$ cat src/rtl/ser_pkg.sv
// Shared widths for the serial-to-parallel converter.
package ser_pkg;
  localparam int unsigned DEF_DATA_W = 8;
  localparam int unsigned CNT_W      = $clog2(DEF_DATA_W);
  localparam int unsigned BYTE_CNT_W = 16;
endpackage

$ cat src/rtl/sp_shift_reg.sv
// Serial shift register; word_c is the word as it stands after this cycle's clear/shift.
module sp_shift_reg #(
  parameter int unsigned DATA_W    = 8,
  parameter bit          MSB_FIRST = 1'b0
) (
  input  logic              clk,
  input  logic              rst_n,
  input  logic              shift_en_i,
  input  logic              clear_i,
  input  logic              bit_i,
  output logic [DATA_W-1:0] word_c
);

  logic [DATA_W-1:0] shreg_q;
  logic [DATA_W-1:0] shreg_d;
  logic [DATA_W-1:0] base;

  // Clear happens before the shift so a bit arriving with clear starts a new word.
  always_comb begin
    base    = clear_i ? '0 : shreg_q;
    shreg_d = base;
    if (shift_en_i) begin
      if (MSB_FIRST) shreg_d = {base[DATA_W-2:0], bit_i};
      else           shreg_d = {bit_i, base[DATA_W-1:1]};
    end
  end

  always_ff @(posedge clk or negedge rst_n) begin
    if (!rst_n) shreg_q <= '0;
    else        shreg_q <= shreg_d;
  end

  assign word_c = shreg_d;

endmodule

$ cat src/rtl/ser_to_par_rev.sv
// Serial-to-parallel converter with valid/ready output, resync and word counter.
module ser_to_par_rev
  import ser_pkg::*;
#(
  parameter int unsigned DATA_W    = DEF_DATA_W,
  parameter bit          MSB_FIRST = 1'b0
) (
  input  logic                      clk,
  input  logic                      rst_n,
  input  logic                      sin_bit,
  input  logic                      sin_valid,
  output logic                      sin_ready,
  input  logic                      sync,
  output logic [DATA_W-1:0]         dout,
  output logic                      dout_valid,
  input  logic                      dout_ready,
  output logic [$clog2(DATA_W)-1:0] bit_cnt,
  output logic [BYTE_CNT_W-1:0]     byte_cnt
);

  localparam int unsigned   BW   = $clog2(DATA_W);
  localparam logic [BW-1:0] LAST = BW'(DATA_W - 1);

  logic [BW-1:0]         bit_cnt_q, bit_cnt_d;
  logic [DATA_W-1:0]     dout_q, dout_d;
  logic                  dout_valid_q, dout_valid_d;
  logic [BYTE_CNT_W-1:0] byte_cnt_q, byte_cnt_d;
  logic                  accept;
  logic                  word_done;
  logic [DATA_W-1:0]     word_next;

  // Stall only the bit that would complete a word while the previous one is still held.
  assign sin_ready = !(dout_valid_q && !dout_ready && (bit_cnt_q == LAST));
  assign accept    = sin_valid && sin_ready;
  assign word_done = accept && !sync && (bit_cnt_q == LAST);

  sp_shift_reg #(
    .DATA_W    (DATA_W),
    .MSB_FIRST (MSB_FIRST)
  ) u_shift (
    .clk        (clk),
    .rst_n      (rst_n),
    .shift_en_i (accept),
    .clear_i    (sync),
    .bit_i      (sin_bit),
    .word_c     (word_next)
  );

  always_comb begin
    bit_cnt_d    = bit_cnt_q;
    dout_d       = dout_q;
    dout_valid_d = dout_valid_q;
    byte_cnt_d   = byte_cnt_q;

    if (sync)        bit_cnt_d = accept ? BW'(1) : '0;
    else if (accept) bit_cnt_d = word_done ? '0 : bit_cnt_q + BW'(1);

    if (word_done) begin
      dout_d       = word_next;
      dout_valid_d = 1'b1;
      byte_cnt_d   = byte_cnt_q + BYTE_CNT_W'(1);
    end else if (dout_ready) begin
      dout_valid_d = 1'b0;
    end
  end

  always_ff @(posedge clk or negedge rst_n) begin
    if (!rst_n) begin
      bit_cnt_q    <= '0;
      dout_q       <= '0;
      dout_valid_q <= 1'b0;
      byte_cnt_q   <= '0;
    end else begin
      bit_cnt_q    <= bit_cnt_d;
      dout_q       <= dout_d;
      dout_valid_q <= dout_valid_d;
      byte_cnt_q   <= byte_cnt_d;
    end
  end

  assign bit_cnt    = bit_cnt_q;
  assign dout       = dout_q;
  assign dout_valid = dout_valid_q;
  assign byte_cnt   = byte_cnt_q;

endmodule
$ cat config.mk
export PLATFORM = sky130hd
export DESIGN_NAME = ser_to_par_rev
export DESIGN_NICKNAME = d
export VERILOG_FILES = /design/src/rtl/ser_pkg.sv /design/src/rtl/sp_shift_reg.sv /design/src/rtl/ser_to_par_rev.sv
export SDC_FILE = /design/constraint.sdc
export NUM_CORES = 1
export LEC_CHECK = 0
export ABC_AREA = 1
export CAP_MARGIN = 30
export CORE_MARGIN = 1.5
export CORE_UTILIZATION = 50
export CTS_CLUSTER_DIAMETER = 40
export DETAILED_ROUTE_END_ITERATION = 12
export PLACE_DENSITY = 0.78
export SLEW_MARGIN = 20
export SYNTH_ARGS = -nofsm -noshare
export SYNTH_HDL_FRONTEND = slang
export SYNTH_SLANG_ARGS = --single-unit
export TNS_END_PERCENT = 1
$ cat constraint.sdc
create_clock -name clk -period 1.94 [get_ports clk]
set_clock_uncertainty 0.15 [all_clocks]
set_input_delay 0.291 -clock clk [delete_from_list [all_inputs] [get_ports clk]]
set_output_delay 0.291 -clock clk [all_outputs]
set_load 0.01 [all_outputs]
==> metrics <==
status completed; post-synthesis mux area share 0%; final setup fails 0; Final Wtd Congestion just over 0.8; Primary FF master, synth dfrtp_1; Yosys cell types 24; post-synthesis cell count 196; Power Total 1.677 mW; area post-placement approximately 0.0022 mm^2; Ports 35; Clock Latency Late Sink approximately 340 ps; H-tree depth 2; critical path required time around 1500 ps; Chip Height slightly above 60 um; DRC errors left 0; Compound-Gate Fraction of Synth Area about 3.2%; Final ANT Viol Nets 0; CP max-delay cell clkdlybuf4s50_1; worst hold path class input pin to asynchronous set/reset pin; Setup WS pre-CTS between 60 and 70 ps; most area-hungry cell type in the Yosys netlist dfrtp_1; Synth Area in XOR/XNOR 4.542%; Post-Synth Simple-Gate Area 31.29%; syn_area_per_cell 8.854 um^2; Hold-fix buffers, CTS 0; Final Max Slew Viols 0; Final min period 1806 ps; Post-Synth Adder-Cell Area 2.163%; num rows 21; Num CTS Buffers 5; DR pass1 iterations 4; Clock transition at path regs 110 ps; number of synthesized register bits 36; Seq/Total Area, Yosys between 50% and 60%; Critical Path End Type primary output; Slew @ Worst Pin 445.3 ps; startpoint types flop; Tcrit/Tclk final between 90% and 100%; global-route wire length before repair about 5.3 mm; share of the synthesized area in the top cell type roughly half; clock root cell clkbuf_4; synth warn 0; Syn Nets approximately 210; Max Clock Freq 553.8 MHz; largest family of logic cells by synthesized area simple AND/OR/NAND/NOR gates; drt via density between 4 and 5; PD cells 730.4 mW/mm^2; Post-Place Cells about 280; Initial Utilization a little over half; worst hold slack between 150 and 200 ps; die footprint approximately 0.0038 mm^2; DRT iter0 DRCs between 40 and 50; port buffer count 34; cell area after layout 0.002296 mm^2; clk sink count 36; VDD IR max about 0.00048 V; max-cap violations 0; FFs w/ async S/R, synth 100.0%; nets 252; total grt overflow 0; Finished Core Util 68.80%; crit-path max FO 6; initial antenna violation count 0; Buf/Inv on CP 1; Post-synth EDFFs 0; Static Leakage approximately 1.1 nW; post-DP HPWL between 2 and 2.5 mm; critical setup path kind flop to primary output; ANT cells 0; Mapped Area between 0.0015 and 0.002 mm^2; area delta synth->final 32.30%; CP max stage delay 570 ps; most frequent cell after synthesis nand2_1; post-route insts no fill 290; WL final 3.250 mm; RSZ-0062 raised after global routing true; Slew headroom a little over two thirds; WP data arrival roughly 1400 ps; DR vias 1,370; Die Wd 61.92 um; Synth area leaders dfrtp_1 52%, nand2_1 16%, xor2_1 4.5%; DR WL/cell 11.21 um; TritonCTS clock tree yes; Max clock buf depth 2; Final Hold Fails 0; gr usage total between 15 and 20%; CP delay by family, top buffers and inverters; Setup TNS 0 ps; final setup margin between 100 and 150 ps; Core Region around 0.0033 mm^2; Commonest cells post-synth 76 x nand2_1, 36 x dfrtp_1, 16 x nor2_1, 15 x inv_1, 10 x nand3_1; pin count of the biggest net entering global routing 37; vias in the first global route around 1,300; layout cells sized above 1 between 15 and 20%; crit-path cells clkdlybuf4s50_1
==> routing by layer <==
metal	up-vias	part of all wire [%]	GRT usage [%]
li1	702	-	-
met1	635	48	24.37
met2	28	46	31.28
met3	5	4.1	6.211
met4	0	1.6	6.687
met5	-	0	0
==> sequential cells by signal (all words and copies together), names as in the netlist <==
| register | cells |
|---|---|
| byte_cnt | 16 |
| dout | 8 |
| u_shift.shreg_q | 8 |
| bit_cnt | 3 |
| dout_valid | 1 |
==> where the power goes <==
group | switching, mW | leakage [nW] | internal, mW
clock | 0.257 | 0.0654 | 0.531
sequential | 0.0102 | 0.493 | 0.764
combinational | 0.0610 | 0.571 | 0.0534
total | 0.329 | 1.13 | 1.35
==> worst paths after layout <==
check | to | cells past startpoint | startpoint | slack, ps
worst max-delay path | byte_cnt[4] | 1 | byte_cnt[4] | 130
max in group asynchronous | byte_cnt[2] | 2 | rst_n | 1130
worst min-delay path | dout[1] | 2 | rst_n | 200
worst max register to register | byte_cnt[10] | 8 | bit_cnt[1] | 200
worst min register to register | dout[4] | 2 | dout[4] | 340
min in group clk | dout[4] | 2 | dout[4] | 340
==> repair_timing <==
item | in CTS | in global routing
pin swaps | 0 | 0
endpoints found under the setup margin | 1 | 11
resized for setup | 3 | 4
buffers inserted | 0 | 1
==> layout make-up <==
cell class / count / area (um^2)
Fill cell: 271 / 1041
Sequential cell: 36 / 900.9
Multi-Input combinational cell: 138 / 716.9
Timing Repair Buffer: 44 / 425.4
Clock inverter: 3 / 90.09
Inverter: 18 / 67.56
Tap cell: 46 / 57.56
Clock buffer: 5 / 37.54
==> logic make-up after synthesis <==
group / Yosys count
compound gates: 8
xor+xnor: 9
fa+ha+maj: 3
buf+inv: 22
flops: 36
simple gates: 118
==> layout by cell type (no fill, tap or decap), types with 2 or more instances in the layout <==
cell	n
buf_4	9
bufinv_16	3
clkbuf_4	5
clkdlybuf4s50_1	32
dfrtp_1	36
ha_1	2
inv_1	15
inv_2	3
nand2_1	76
nand3_1	10
nand3_2	6
nand3b_1	2
nor2_1	16
nor2_2	2
nor3_1	2
o21ai_0	2
o21ai_1	2
o21ai_2	4
xor2_1	9
Power figures use the tool's default switching activity.
